**src/rtl/reg_bus_pkg.sv**
```systemverilog
// Shared definitions for the register-file bus: widths, arbiter state encoding
// and a helper for index widths. Also imported by the register file and UART decoder.
package reg_bus_pkg;

  localparam int BUS_AW = 16;
  localparam int BUS_DW = 32;

  typedef enum logic [1:0] {
    IDLE  = 2'd0,
    ISSUE = 2'd1,
    WAIT  = 2'd2,
    RESP  = 2'd3
  } arb_state_t;

  function automatic int idx_width(input int n);
    return (n > 1) ? $clog2(n) : 1;
  endfunction

endpackage

```
**src/rtl/rr_arbiter.sv**
```systemverilog
// Combinational round-robin pick: the first requester after i_last, wrapping.
// Reusable for any shared resource with a registered last-grant pointer.
module rr_arbiter
  import reg_bus_pkg::*;
#(
  parameter int N  = 2,
  parameter int IW = idx_width(N)
) (
  input  logic [N-1:0]  i_req,
  input  logic [IW-1:0] i_last,
  output logic [N-1:0]  o_grant,
  output logic [IW-1:0] o_idx,
  output logic          o_any
);

  // Offset k walks the ring starting just after the last winner.
  always_comb begin
    o_grant = '0;
    o_idx   = '0;
    o_any   = 1'b0;
    for (int k = 1; k <= N; k++) begin
      for (int j = 0; j < N; j++) begin
        if (!o_any && i_req[j] && (((int'(i_last) + k) % N) == j)) begin
          o_any      = 1'b1;
          o_grant[j] = 1'b1;
          o_idx      = IW'(j);
        end
      end
    end
  end

endmodule

```
**src/rtl/reg_bus_arb.sv**
```systemverilog
// Round-robin arbiter sharing the register-file bus between NUM_REQ masters,
// one transaction in flight, with a read-data timeout producing an error response.
//
// state | meaning
// IDLE  | waiting for any req_valid; grant issued combinationally
// ISSUE | one-cycle wr_en or rd_en with the latched request
// WAIT  | read outstanding; waiting for rd_rdy or timeout
// RESP  | one-cycle rsp_valid to the granted master
module reg_bus_arb
  import reg_bus_pkg::*;
#(
  parameter int NUM_REQ = 2,
  parameter int AW      = BUS_AW,
  parameter int DW      = BUS_DW,
  parameter int TIMEOUT = 15
) (
  input  logic                  clk,
  input  logic                  rst,
  input  logic [NUM_REQ-1:0]    req_valid,
  input  logic [NUM_REQ-1:0]    req_wr,
  input  logic [NUM_REQ*AW-1:0] req_addr,
  input  logic [NUM_REQ*4-1:0]  req_be,
  input  logic [NUM_REQ*DW-1:0] req_wdata,
  output logic [NUM_REQ-1:0]    req_ready,
  output logic [NUM_REQ-1:0]    rsp_valid,
  output logic                  rsp_err,
  output logic [DW-1:0]         rsp_rdata,
  output logic                  wr_en,
  output logic                  rd_en,
  output logic [AW-1:0]         addr,
  output logic [3:0]            be,
  output logic [DW-1:0]         wr_data,
  input  logic                  rd_rdy,
  input  logic [DW-1:0]         rd_data
);

  localparam int            IW       = idx_width(NUM_REQ);
  localparam int            CW       = $clog2(TIMEOUT + 1);
  localparam logic [CW-1:0] CNT_LAST = CW'(TIMEOUT - 1);

  arb_state_t         r_state;
  arb_state_t         w_state_nxt;
  logic [IW-1:0]      r_last_grant;
  logic [NUM_REQ-1:0] r_grant_oh;
  logic               r_wr;
  logic [AW-1:0]      r_addr;
  logic [3:0]         r_be;
  logic [DW-1:0]      r_wdata;
  logic [CW-1:0]      r_cnt;
  logic [NUM_REQ-1:0] r_rsp_valid;
  logic               r_rsp_err;
  logic [DW-1:0]      r_rsp_rdata;

  logic [NUM_REQ-1:0] w_grant_oh;
  logic [IW-1:0]      w_grant_idx;
  logic               w_any;
  logic               w_sel_wr;
  logic [AW-1:0]      w_sel_addr;
  logic [3:0]         w_sel_be;
  logic [DW-1:0]      w_sel_wdata;
  logic               w_accept;
  logic               w_to_resp;
  logic               w_rsp_err;
  logic [DW-1:0]      w_rsp_rdata;
  logic               w_cnt_clr;
  logic               w_cnt_inc;

  rr_arbiter #(
    .N  (NUM_REQ),
    .IW (IW)
  ) u_rr (
    .i_req   (req_valid),
    .i_last  (r_last_grant),
    .o_grant (w_grant_oh),
    .o_idx   (w_grant_idx),
    .o_any   (w_any)
  );

  always_comb begin
    w_sel_wr    = 1'b0;
    w_sel_addr  = '0;
    w_sel_be    = '0;
    w_sel_wdata = '0;
    for (int i = 0; i < NUM_REQ; i++) begin
      if (w_grant_oh[i]) begin
        w_sel_wr    = req_wr[i];
        w_sel_addr  = req_addr[i*AW +: AW];
        w_sel_be    = req_be[i*4 +: 4];
        w_sel_wdata = req_wdata[i*DW +: DW];
      end
    end
  end

  always_ff @(posedge clk or posedge rst) begin
    if (rst) r_state <= IDLE;
    else     r_state <= w_state_nxt;
  end

  always_comb begin
    w_state_nxt = r_state;
    req_ready   = '0;
    wr_en       = 1'b0;
    rd_en       = 1'b0;
    w_accept    = 1'b0;
    w_to_resp   = 1'b0;
    w_rsp_err   = 1'b0;
    w_rsp_rdata = '0;
    w_cnt_clr   = 1'b0;
    w_cnt_inc   = 1'b0;
    case (r_state)
      IDLE: begin
        // Gated by rst so req_ready also reads 0 while reset is held.
        if (w_any && !rst) begin
          req_ready   = w_grant_oh;
          w_accept    = 1'b1;
          w_state_nxt = ISSUE;
        end
      end
      ISSUE: begin
        wr_en = r_wr;
        rd_en = !r_wr;
        if (r_wr) begin
          w_to_resp   = 1'b1;
          w_state_nxt = RESP;
        end else begin
          w_cnt_clr   = 1'b1;
          w_state_nxt = WAIT;
        end
      end
      WAIT: begin
        // Data arriving on the expiry cycle still counts as a good read.
        if (rd_rdy) begin
          w_to_resp   = 1'b1;
          w_rsp_rdata = rd_data;
          w_state_nxt = RESP;
        end else if (r_cnt == CNT_LAST) begin
          w_to_resp   = 1'b1;
          w_rsp_err   = 1'b1;
          w_state_nxt = RESP;
        end else begin
          w_cnt_inc = 1'b1;
        end
      end
      RESP:    w_state_nxt = IDLE;
      default: w_state_nxt = IDLE;
    endcase
  end

  always_ff @(posedge clk or posedge rst) begin
    if (rst) begin
      r_last_grant <= IW'(NUM_REQ - 1);
      r_grant_oh   <= '0;
      r_wr         <= 1'b0;
      r_addr       <= '0;
      r_be         <= '0;
      r_wdata      <= '0;
      r_cnt        <= '0;
      r_rsp_valid  <= '0;
      r_rsp_err    <= 1'b0;
      r_rsp_rdata  <= '0;
    end else begin
      r_rsp_valid <= w_to_resp ? r_grant_oh : '0;
      r_rsp_err   <= w_to_resp & w_rsp_err;
      r_rsp_rdata <= w_to_resp ? w_rsp_rdata : '0;
      if (w_accept) begin
        r_last_grant <= w_grant_idx;
        r_grant_oh   <= w_grant_oh;
        r_wr         <= w_sel_wr;
        r_addr       <= w_sel_addr;
        r_be         <= w_sel_be;
        r_wdata      <= w_sel_wdata;
      end
      if (w_cnt_clr)      r_cnt <= '0;
      else if (w_cnt_inc) r_cnt <= r_cnt + CW'(1);
    end
  end

  assign addr      = r_addr;
  assign be        = r_be;
  assign wr_data   = r_wdata;
  assign rsp_valid = r_rsp_valid;
  assign rsp_err   = r_rsp_err;
  assign rsp_rdata = r_rsp_rdata;

endmodule

```
**config.mk**
```make
export PLATFORM = sky130hd
export DESIGN_NAME = reg_bus_arb
export DESIGN_NICKNAME = d
export VERILOG_FILES = /design/src/rtl/reg_bus_pkg.sv /design/src/rtl/rr_arbiter.sv /design/src/rtl/reg_bus_arb.sv
export SDC_FILE = /design/constraint.sdc
export NUM_CORES = 1
export LEC_CHECK = 0
export ABC_CLOCK_PERIOD_IN_PS = 3300
export BUFFER_PORTS_ARGS = -buffer_cell sky130_fd_sc_hd__buf_2
export CAP_MARGIN = 5
export CELL_PAD_IN_SITES_DETAIL_PLACEMENT = 0
export CELL_PAD_IN_SITES_GLOBAL_PLACEMENT = 2
export CORE_ASPECT_RATIO = 0.8
export CORE_MARGIN = 2
export CORE_UTILIZATION = 26
export CTS_CLUSTER_SIZE = 16
export DETAILED_ROUTE_END_ITERATION = 12
export PLACE_DENSITY = 0.78
export SETUP_SLACK_MARGIN = 0.3
export SLEW_MARGIN = 20
export SYNTH_ARGS = -nofsm -noshare
export SYNTH_HDL_FRONTEND = slang
export SYNTH_SLANG_ARGS = --single-unit
```
**constraint.sdc**
```tcl
create_clock -name clk -period 3.3 [get_ports clk]
set_clock_uncertainty 0.15 [all_clocks]
set_input_delay 0.33 -clock clk [delete_from_list [all_inputs] [get_ports clk]]
set_output_delay 0.33 -clock clk [all_outputs]
set_load 0.01 [all_outputs]
```
======== Yosys cells after proc, flatten, opt, wreduce, memory -nomap -nowiden ========
Cells that the tools add are included.
word-level totals
  memories kept ........................... 0
  ROM bits ................................ 0
  bits in writable memories ............... 0
  latch bits .............................. 0
  output and inout bits ................... 91
  logic and storage cells ................. 88
  register bits ........................... 97
operators by class
  reductions and logical operators ........ 18
  divide/modulo/power cells ............... 0
  mux-type cells .......................... 45
  magnitude comparators ................... 0
  equality and inequality tests ........... 8
  bitwise gates (word level) .............. 3
  shift operators ......................... 0
  add/sub/neg operators ................... 3
  $mul .................................... 0
operator list
  cell                                                             number
  32-bit 2-to-1 mux                                                5
  32-bit zero test                                                 2
  16-bit 2-to-1 mux                                                2
  1-bit 2-to-1 mux                                                 26
  4-bit 2-to-1 mux                                                 4
  2-bit 2-to-1 mux                                                 6
  2-bit == test, second input constant                             4
  1-bit logical AND                                                8
  2-bit one-hot mux with 4 select lines                            1
  1-bit zero test                                                  5
  4-bit by 1-bit adder with 4-bit output, second input constant    1
  4-bit == test, second input constant                             1
  3-bit inequality test, second input constant                     1
  1-bit adder, second input constant                               2
  1-bit AND, first input constant                                  2
  2-bit by 1-bit == test with 1-bit output, second input constant  1
  2-bit zero test                                                  1
  2-bit inequality test, second input constant                     1
  1-bit one-hot mux with 2 select lines                            1
  2-bit AND reduction                                              1
  2-bit nonzero test                                               1
  1-bit AND                                                        1

======== Longest topological paths before layout ========
Gate-level depths: netlist of the first run.
  depth after elaboration ................. 20
  depth in mapped cells ................... 8
  gate-level depth less buffers ........... 5

======== Modules after synthesis ========
From an unflattened synthesis of the first run, not the netlist that was laid out.
unflattened totals
  cells, all modules ...................... 375
  area, all modules ....................... 4205.3 um^2
by module, submodules not included
  module       area an instance (um^2)  times used  cells each
  reg_bus_arb  4172.8                   1           370
  rr_arbiter   32.5                     1           5

======== Worst setup path before layout of the first run ========
Ideal clock, no wire load.
  path kind ............................... register to register
  start point ............................. register r_state[0]
  end point ............................... register r_addr[15], in the netlist addr[15]
  clock period less this slack ............ 1.855 ns
  data required time ...................... 3.024 ns
  path slack .............................. 1.445 ns
  arrival ................................. 1.579 ns
  buffers on the path ..................... 3
  setup time .............................. 0.126 ns
  stages on the path, launching flop included .. 9
  cell sequence ........................... dfrtp_1 -> inv_1 -> ha_1 -> nor2b_4 -> buf_6 -> and3_4 -> buf_6 -> buf_6 -> a221o_1
between the ends
  word-level cells in the longest chain between the ends .. 2
RTL lines
  item                    line                RTL
  from (decl)             reg_bus_arb.sv:41   arb_state_t r_state;
  from (signal assigned)  reg_bus_arb.sv:96   else r_state <= w_state_nxt;
  2-bit zero test         reg_bus_arb.sv:110  case (r_state)
  1-bit 2-to-1 mux        reg_bus_arb.sv:110
  to (signal assigned)    reg_bus_arb.sv:169  r_addr <= w_sel_addr;
  to (decl)               reg_bus_arb.sv:46   logic [AW-1:0] r_addr;
No other way between the ends.
A chain may end at the register's enable or synchronous reset.

======== Worst setup path in the final report of the first run ========
  start point ............................. register r_state[0]
  end point ............................... output req_ready[1]
between the ends
  word-level cells in the longest chain between the ends .. 2
RTL lines
  item              line                RTL
  2-bit zero test   reg_bus_arb.sv:110
  2-bit 2-to-1 mux  reg_bus_arb.sv:110
  to (decl)         reg_bus_arb.sv:24   output logic [NUM_REQ-1:0] req_ready,
No other way between the ends.

==> impl_metrics.csv, run 1 <==
group,metric,value,unit
setup_path,r2r_cells,6,
synth,syn_area,4100,sq um
sta,fin_crit_sh,81.9,%
clocking,h-tree-depth,3,
sta,setup_slack,0.597,ns
setup_path,arrival,2.22,ns
setup_path,critPathSlowestCell,"and3_2",
die,io_pins,234,
die,die_area,16800,sq um
die,coreArea,15600,sq um
sta,setup_viol,0,
placement,dp_hpwl,8670,um
cells_and_area,design_area,5740,sq um
sta,setup-tns-final,0,ns
sta,hold_viol,0,
clocking,cts_tree,"yes",
min_path,min_path_cells,2,
synth,syn_inst,316,
setup_path,cp_max_fo,19,
synth,yosys-top-cells-count,"dfrtp_1 (96), a221o_1 (53), a21boi_0 (52)",
grt,grtUsageMet1,17.4,%
clocking,clk_pin_slew,0.08,ns
synth,yosys.area.top_type,"dfrtp_1",
min_path,hp-start,"rd_data[21]",
clocking,post_cts_buffers,0,
synth,async_reset_ff_share,100,%
clocking,cts_buffers,9,
placement,portBuffers,233,
grt,busiest_layer,"met2",
synth,ys_types,35,
route,ant_nets,0,
power_and_ir_drop,ir_drop,0.253,mV
route,wire_per_inst,16.3,um
setup_path,end_kind,"output port",
setup_path,reg2reg_slack,0.92,ns
die,rows,41,
die,die_w,144,um
job,cap_violations,0,
grt,antenna_found_initial,0,
synth,syn_nets,465,
sta,worst_pin_slew,0.893,ns
clocking,cts.sinks,97,
cells_and_area,drive_gt1_share,48.3,%
synth,synth-seq-area-share,59.2,%
route,wirelength,12300,um
setup_path,path_cells,"inv_1, ha_1, nor2b_4, and3_2, buf_2",
setup_path,worstSetupStartpointType,"flop",
sta,period_minus_slack,2.70,ns
synth,synthTopCellsByArea,"dfrtp_1 (59%), a221o_1 (13%), a21boi_0 (9.5%)",
min_path,min_to,"rsp_rdata[21]",
sta,maxSlewViolCount,0,
placement,place_ws,0.823,ns
setup_path,reg2reg_to,"addr[3]",
clocking,clock_latency,0.35,ns
clocking,ctsResizeCount,0,
grt,grt_overflow,0,
synth,yosysTopAreaCellShare,58.6,%
synth,synth.most_common_cell,"dfrtp_1",
grt,grt_use_total,14.1,%
sta,fmax,370,MHz
route,vias_per_cell,4.62,
placement,dpl_cell_area,5430,sq um
grt,grt_pass1_vias,3467,
die,die_h,116,um
setup_path,cpPeakStageDelay,0.47,ns
grt,grt_pass1_wl,18100,um
route,vias,3495,
synth,syn_area_per_cell,13.0,sq um
cells_and_area,diodes,0,
placement,placed_cells,740,
run_status,status,"finished clean",
route,drt-initial-drc-count,128,
setup_path,r2r-start,"r_state[0]",
power_and_ir_drop,p_per_area,782,nW/um^2
power_and_ir_drop,total_leakage_power,3.05,nW
setup_path,path_delay_family,"simple AND/OR/NAND/NOR gates",
route,route.detailed.drc,0,
cells_and_area,stdcell_count,757,
cells_and_area,final_nets,686,
synth,ys_seq_elements,97,
grt,met2_usage,22.4,%
clocking,cts_buffer_depth,2,
clocking,holdBufCountCts,0,
synth,ys.flop_type,"dfrtp_1",
synth,yosys_warnings,0,
clocking,cts_root_buffer,"clkbuf_16",
cells_and_area,syn_to_final_growth,39.9,%
sta,rsz0062_at_grt,"false",
min_path,hp-class,"in -> reg",
die,start_util,26.3,%
grt,grt_util_met3,6.19,%
synth,synth_edf_count,0,
setup_path,critPathKind,"reg -> out",
setup_path,cp.required,2.82,ns
setup_path,worst-path-buf-inv,2,
sta,slew-limit-headroom,40.4,%
grt,grt_max_degree,59,
placement,gp_congestion,0.706,
route,drt_first_pass_iters,4,
-- cell families (layout without fill, tap and decap cells) --
family                     after synthesis  in the layout  share of synthesized area, %
AOI/OAI and AO/OA                      122            122                          25.7
DFF                                     97             97                          59.2
and+or+nand+nor                         55             56                          8.20
buffers and inverters                   34            259                          4.57
adders and majority gates                6              6                          1.83
muxes                                    2              2                         0.518
-- worst reg2reg max path, stage by stage, from the launching register on --
cell and delay (ns):
dfrtp_1 0.41, inv_1 0.14, ha_1 0.21, nor2b_4 0.43, and3_2 0.48, buf_12 0.27
a221o_1 0.23
-- where the power goes --
part	total [mW]	leakage (nW)	internal [mW]	switching, mW
clock network	1.05	0.141	0.537	0.515
registers	1.77	1.26	1.58	0.186
logic	1.67	1.64	0.811	0.855
total	4.49	3.05	2.93	1.56
-- cell type report --
cell class                 instances  area (sq um)
clock buffer                       9           225
clock inverter                     7          73.8
fill                            1604          9860
inverter                           6          26.3
multi-input combinational        186          1500
sequential                        97          2430
tap                              215           269
timing repair buffer             237          1220
-- per-layer routing --
layer	up-vias	part of all wire [%]	routed length, um
met5	-	0	0
li1	1631	-	-
met2	168	47	5770
met1	1687	42	5170
met4	0	1.2	142
met3	9	10	1260
-- worst max-delay path by stage --
stage                           from            to  slack (ns)  cells after the start
after global routing      r_state[0]  req_ready[1]        0.44                      5
after floorplan           r_state[0]      addr[15]        1.44                      8
after detailed placement  r_state[0]  req_ready[0]        0.82                      5
after global placement    r_state[0]  req_ready[0]        0.89                      5
after CTS                 r_state[0]  req_ready[0]        0.39                      5
final                     r_state[0]  req_ready[1]        0.60                      5
-- cell usage in the layout, fill, tap and decap left out, drive strengths merged --
master,Yosys,routed
and2,33,33
a31o,1,1
o311ai,1,1
and3,5,6
a22oi,1,1
or2,1,1
clkinv,0,1
nand2,4,4
o21bai,1,1
dfrtp,96,96
a21oi,2,2
nand2b,4,4
dfstp,1,1
o21ai,1,1
nand3,4,4
a221oi,1,1
a221o,53,53
ha,6,6
clkbuf,15,9
a31oi,1,1
a2bb2oi,1,1
nor2b,1,1
a311oi,1,1
mux2i,1,1
o41ai,1,1
inv,6,9
clkinvlp,0,3
a21o,4,4
a21boi,53,53
buf,13,237
nor2,1,1
nor3,2,2
mux2,1,1
-- state kept, by name (all words and copies together), names as in the netlist --
signal        flops
rsp_rdata        32
wr_data          32
addr             16
be                4
r_cnt             4
r_grant_oh        2
r_state           2
rsp_valid         2
r_last_grant      1
r_wr              1
rsp_err           1
-- through the flow --
stage | utilization [%] | power [mW] | hold WS [ns]
2_1_floorplan | - | 2.80 | 0.251
3_3_place_gp | 34.8 | 3.42 | 0.319
3_5_place_dp | 34.8 | 3.47 | 0.321
4_1_cts | 36.8 | 4.55 | 0.00598
5_1_grt | 36.8 | 4.81 | 0.00136
6_report | 36.8 | 4.49 | 0.0204
Note: power is estimated with default switching activity, not from simulation.
==> run 2, diff against run 1 <==
ABC_AREA = 1   (was not set)
ABC_CLOCK_PERIOD_IN_PS = 2600   (was 3300)
CORE_UTILIZATION = 24   (was 26)
PLACE_DENSITY = 0.79   (was 0.78)
clock period = 2.6 ns   (was 3.3 ns; I/O delays follow)
==> impl_metrics.csv, run 2 <==
group,metric,value,unit
run_status,status,"finished clean",
route,drt-initial-drc-count,304,
grt,grt_max_degree,62,
setup_path,cp.required,2.19,ns
placement,dpl_cell_area,5990,sq um
clocking,clock_latency,0.35,ns
clocking,cts_buffers,9,
grt,grt_use_total,15.7,%
die,die_w,160,um
cells_and_area,layout_commonest_cell,"nand2_1",
die,die_area,20500,sq um
min_path,hp-class,"in -> reg",
clocking,cts_tree,"yes",
synth,syn_inst,598,
route,wirelength,16100,um
power_and_ir_drop,p_per_area,866,nW/um^2
synth,async_reset_ff_share,100,%
placement,portBuffers,233,
power_and_ir_drop,ir_drop,0.383,mV
synth,synth_edf_count,0,
min_path,hp-start,"rd_rdy",
die,rows,45,
synth,synth-seq-area-share,52.2,%
route,drt_first_pass_iters,7,
sta,rsz0062_at_grt,"true",
job,cap_violations,0,
grt,grt_pass1_wl,25400,um
sta,final.hold.worst_slack,0.0319,ns
clocking,h-tree-depth,3,
cells_and_area,fill_cells,2077,
synth,synthTopCellsByArea,"dfrtp_1 (52%), nand2_1 (21%), nand3_1 (12%)",
synth,ys_types,24,
synth,ys.flop_type,"dfrtp_1",
synth,ys_seq_elements,97,
clocking,cts.sinks,97,
setup_path,cp_max_fo,16,
grt,grt_overflow,0,
power_and_ir_drop,total_leakage_power,3.86,nW
setup_path,reg2reg_slack,0.54,ns
grt,grt_pass1_vias,4970,
sta,worst_pin_slew,0.954,ns
clocking,cts_root_buffer,"clkbuf_16",
sta,maxSlewViolCount,0,
sta,period_minus_slack,2.17,ns
setup_path,r2r_cells,7,
sta,setup_viol,0,
route,route.detailed.drc,0,
placement,gp_congestion,0.757,
grt,antenna_found_initial,3,
clocking,clk_pin_slew,0.07,ns
die,coreArea,19000,sq um
synth,yosys.area.top_type,"dfrtp_1",
placement,dp_hpwl,10900,um
synth,syn_area_per_cell,7.79,sq um
sta,setup-tns-final,0,ns
synth,synth.most_common_cell,"nand2_1",
min_path,min_path_cells,4,
sta,fmax,460,MHz
setup_path,arrival,1.76,ns
cells_and_area,syn_to_final_growth,43.1,%
route,wire_per_inst,14.5,um
die,start_util,24.5,%
route,vias_per_cell,4.34,
cells_and_area,final_cell_mix,"nand2_1 (262), buf_2 (233), nand3_1 (115), dfrtp_1 (96), nor2_1 (40)",
route,vias,4827,
cells_and_area,drive_gt1_share,31.9,%
setup_path,reg2reg_to,"wr_data[12]",
setup_path,worstSetupStartpointType,"flop",
synth,syn_area,4660,sq um
synth,yosys-top-cells-count,"nand2_1 (262), nand3_1 (115), dfrtp_1 (96)",
cells_and_area,final_nets,997,
sta,slew-limit-headroom,36.4,%
setup_path,critPathKind,"reg -> out",
sta,hold_viol,0,
synth,yosys_warnings,0,
synth,yosysTopAreaCellShare,51.6,%
die,io_pins,234,
synth,syn_nets,747,
setup_path,r2r-start,"r_state[0]",
clocking,cts_buffer_depth,2,
placement,placed_cells,1060,
cells_and_area,stdcell_count,1113,
die,die_h,129,um
sta,fin_crit_sh,83.5,%
setup_path,end_kind,"output port",
min_path,min_to,"rsp_err",
cells_and_area,design_area,6660,sq um
route,ant_nets,0,
power_and_ir_drop,power,5.77,mW
run 2: cell types whose count changed in the layout (fill, tap and decap cells not counted), moves of 39 or more:
cell | before | now
nand3_1 | 4 | 115
a221o_1 | 53 | 0
a21boi_0 | 52 | 0
nor2_1 | 1 | 40
nand2_1 | 4 | 262
run 2: cell type report:
type	count	area (sq um)	share of cell area [%]
well taps	258	323	4.85
clock inverters	7	62.6	0.939
clock buffers	9	225	3.38
repair buffers	279	1620	24.4
inverters	22	85.1	1.28
multi-input cells	439	1910	28.7
diodes	2	5.00	0.0751
flip-flops and latches	97	2430	36.5
run 2: critical path, stage by stage (launching register included):
cell and delay, ns:
dfrtp_1 0.41, inv_1 0.14, ha_1 0.20, inv_1 0.08, nor2_4 0.15, buf_12 0.17
nand2_1 0.08, inv_1 0.05, buf_2 0.13
run 2: stage by stage:
step,setup slack [ns],utilization [%]
after global routing,0.256,35.1
after detailed placement,0.538,31.6
after global placement,0.574,31.6
final,0.428,35.1
after CTS,0.317,34.9
after floorplan,0.464,-
run 2: cells by family (layout without fill, tap and decap cells):
kind of cell    count (synthesis)  after routing  synth area share [%]
flops                          97             97                  52.2
simple gates                  425            425                  38.3
other cells                     0              2                     0
buf+inv                        62            317                  6.93
xor+xnor                        1              1                 0.188
fa+ha+maj                       6              6                  1.61
compound gates                  7              7                 0.833
run 2: report_power, final:
part	internal [mW]	switching [mW]	leakage, nW
logic	0.835	1.38	2.44
registers	1.97	0.267	1.28
clock network	0.668	0.645	0.132
total	3.48	2.29	3.86
run 2: repair_timing:
action	CTS	global route
buffers inserted	0	1
gates resized for setup	3	0
hold buffers	33	0
gates cloned	0	1
endpoints found under the setup margin	1	2
pin swaps	0	1
endpoints found under the hold margin	67	0
run 2: worst max path at each step:
stage                from            to  slack, ns
2_1_floorplan         rst  req_ready[0]       0.46
3_3_place_gp   r_state[0]   wr_data[31]       0.57
3_5_place_dp   r_state[0]  req_ready[0]       0.54
4_1_cts        r_state[0]  req_ready[0]       0.32
5_1_grt        r_state[0]   wr_data[12]       0.26
6_report       r_state[0]  req_ready[0]       0.43
run 2: layer usage:
layer / vias to the layer above / GRT usage (%) / wire length, um
met5: - / 0 / 16
met4: 2 / 4.39 / 240
met3: 18 / 5.51 / 1370
met2: 179 / 25.8 / 7260
met1: 2242 / 19.5 / 7260
li1: 2386 / - / -
==> run 3, diff against run 2 <==
ABC_AREA = 0   (was 1)
ABC_CLOCK_PERIOD_IN_PS = 1900   (was 2600)
PLACE_DENSITY = 0.76   (was 0.79)
clock period = 1.9 ns   (was 2.6 ns; I/O delays follow)
==> impl_metrics.csv, run 3 (same netlist as run 1, synthesis figures left out) <==
group,metric,value,unit
placement,dpl_cell_area,5550,sq um
placement,place_ws,-0.0460,ns
sta,fmax,518,MHz
grt,grt_max_degree,67,
setup_path,r2r-start,"r_state[1]",
route,route.detailed.drc,0,
setup_path,r2r_cells,7,
clocking,cts_tree,"yes",
die,coreArea,16700,sq um
route,drt_first_pass_iters,4,
grt,grt_use_total,16.9,%
power_and_ir_drop,p_per_area,1170,nW/um^2
run_status,status,"complete, but fails checks",
sta,worst_pin_slew,0.546,ns
clocking,h-tree-depth,3,
sta,hold_viol,0,
die,die_w,150,um
job,cap_violations,0,
die,die_area,18200,sq um
setup_path,worst-path-buf-inv,5,
route,wirelength,16200,um
clocking,clk_pin_slew,0.07,ns
setup_path,cpPeakStageDelay,0.38,ns
clocking,cts_buffer_depth,2,
grt,grt_overflow,0,
grt,antenna_found_initial,0,
setup_path,reg2reg_slack,0.02,ns
cells_and_area,design_area,7900,sq um
sta,slew-limit-headroom,63.6,%
setup_path,cp_max_fo,2,
setup_path,critPathSlowestCell,"dfrtp_1",
setup_path,cp.required,1.56,ns
clocking,cts_buffers,9,
cells_and_area,diodes,0,
clocking,cts_root_buffer,"clkbuf_16",
setup_path,crit_start,"r_state[1]",
power_and_ir_drop,ir_drop,0.503,mV
route,wire_per_inst,17.3,um
setup_path,cp_common_cell,"buf_6",
grt,grt_pass1_wl,23500,um
route,vias_per_cell,4.59,
die,rows,42,
setup_path,end_kind,"output port",
power_and_ir_drop,intPower,6.13,mW
setup_path,worstSetupPathDepth,7,
power_and_ir_drop,power,9.23,mW
power_and_ir_drop,total_leakage_power,3.96,nW
sta,fin_crit_sh,102,%
setup_path,worstSetupStartpointType,"flop",
power_and_ir_drop,combPwrFrac,45.8,%
power_and_ir_drop,p_seq_share,33.5,%
cells_and_area,layout_commonest_cell,"buf_2",
min_path,hp-class,"in -> reg",
power_and_ir_drop,p_sw_share,33.6,%
clocking,cts.sinks,97,
run_status,violations,"setup timing",
route,drt-initial-drc-count,255,
setup_path,critPathKind,"reg -> out",
setup_path,endpoint,"wr_en",
power_and_ir_drop,clkPwrFrac,20.7,%
die,io_pins,234,
sta,maxSlewViolCount,0,
setup_path,reg2reg_to,"addr[2]",
cells_and_area,final_cell_mix,"buf_2 (229), dlygate4sd3_1 (140), dfrtp_1 (96), a221o_1 (53), a21boi_0 (52)",
die,start_util,24.6,%
placement,gp_congestion,0.765,
sta,setup_viol,3,
placement,dp_hpwl,8960,um
sta,setup_slack,-0.0304,ns
route,vias,4304,
route,ant_nets,0,
sta,rsz0062_at_grt,"true",
cells_and_area,final_nets,862,
sta,period_minus_slack,1.93,ns
setup_path,path_delay_family,"buffers and inverters",
die,die_h,121,um
cells_and_area,drive_gt1_share,48.6,%
setup_path,arrival,1.59,ns
placement,portBuffers,233,
clocking,clock_latency,0.35,ns
power_and_ir_drop,netSwitchingPower,3.10,mW
grt,grt_pass1_vias,4617,
cells_and_area,syn_to_final_growth,92.6,%
setup_path,path_cells,"inv_2, buf_4, buf_6, buf_6, ha_4, and2_4, buf_6",
## run 3: power groups by stage
stage	Sequential, mW	Clock, mW	Combinational [mW]
finish	3.09	1.91	4.23
global route	3.17	2.09	4.56
CTS	3.08	1.97	3.69
detailed placement	3.11	0	3.05
global placement	3.11	0	2.98
floorplan	3.38	0	1.52
## run 3: layout make-up
| type | instances | area, sq um |
|---|---|---|
| Fill cell | 1451 | 8760 |
| Timing Repair Buffer | 414 | 3150 |
| Sequential cell | 97 | 2430 |
| Multi-Input combinational cell | 185 | 1710 |
| Tap cell | 220 | 275 |
| Clock buffer | 9 | 225 |
| Clock inverter | 7 | 82.6 |
| Inverter | 6 | 28.8 |
## run 3: worst min-delay path: stages
cell       delay (ns)
buf_2            0.14
o21bai_1         0.20
a221oi_2         0.09
a2bb2oi_2        0.16
## run 3: layer usage
metal,GRT usage [%],routed length [um],up-vias
li1,-,-,1986
met1,20.2,6860,2090
met2,29.1,7930,200
met3,4.51,1020,28
met4,6.66,374,0
met5,0,0,-
## run 3: worst min path at each step
stage                     depth (start not counted)    endpoint    startpoint
after floorplan                                   1     rsp_err        rd_rdy
after global placement                            3  r_state[1]           rst
after detailed placement                          3  r_state[1]           rst
after CTS                                         4  r_state[1]  req_valid[0]
after global routing                              4  r_state[0]           rst
final                                             4  r_state[0]           rst
## run 3: timing repair
action | in CTS | in global routing
cloned | 4 | 4
endpoints found under the hold margin | 182 | 0
resized for setup | 24 | 53
buffers inserted | 15 | 7
endpoints found under the setup margin | 63 | 98
hold buffers | 140 | 0
pin swaps | 13 | 12
## run 3: through the flow
step                      hold slack, ns  setup TNS [ns]  cells  util [%]
after global placement             0.239               0    752      33.3
after floorplan                    0.111               0    316         -
after global routing               0.336          -0.525    938      47.4
after CTS                          0.220         -0.0334    927      45.6
final                              0.313         -0.0683    938      47.4
after detailed placement           0.246          -0.427    752      33.3
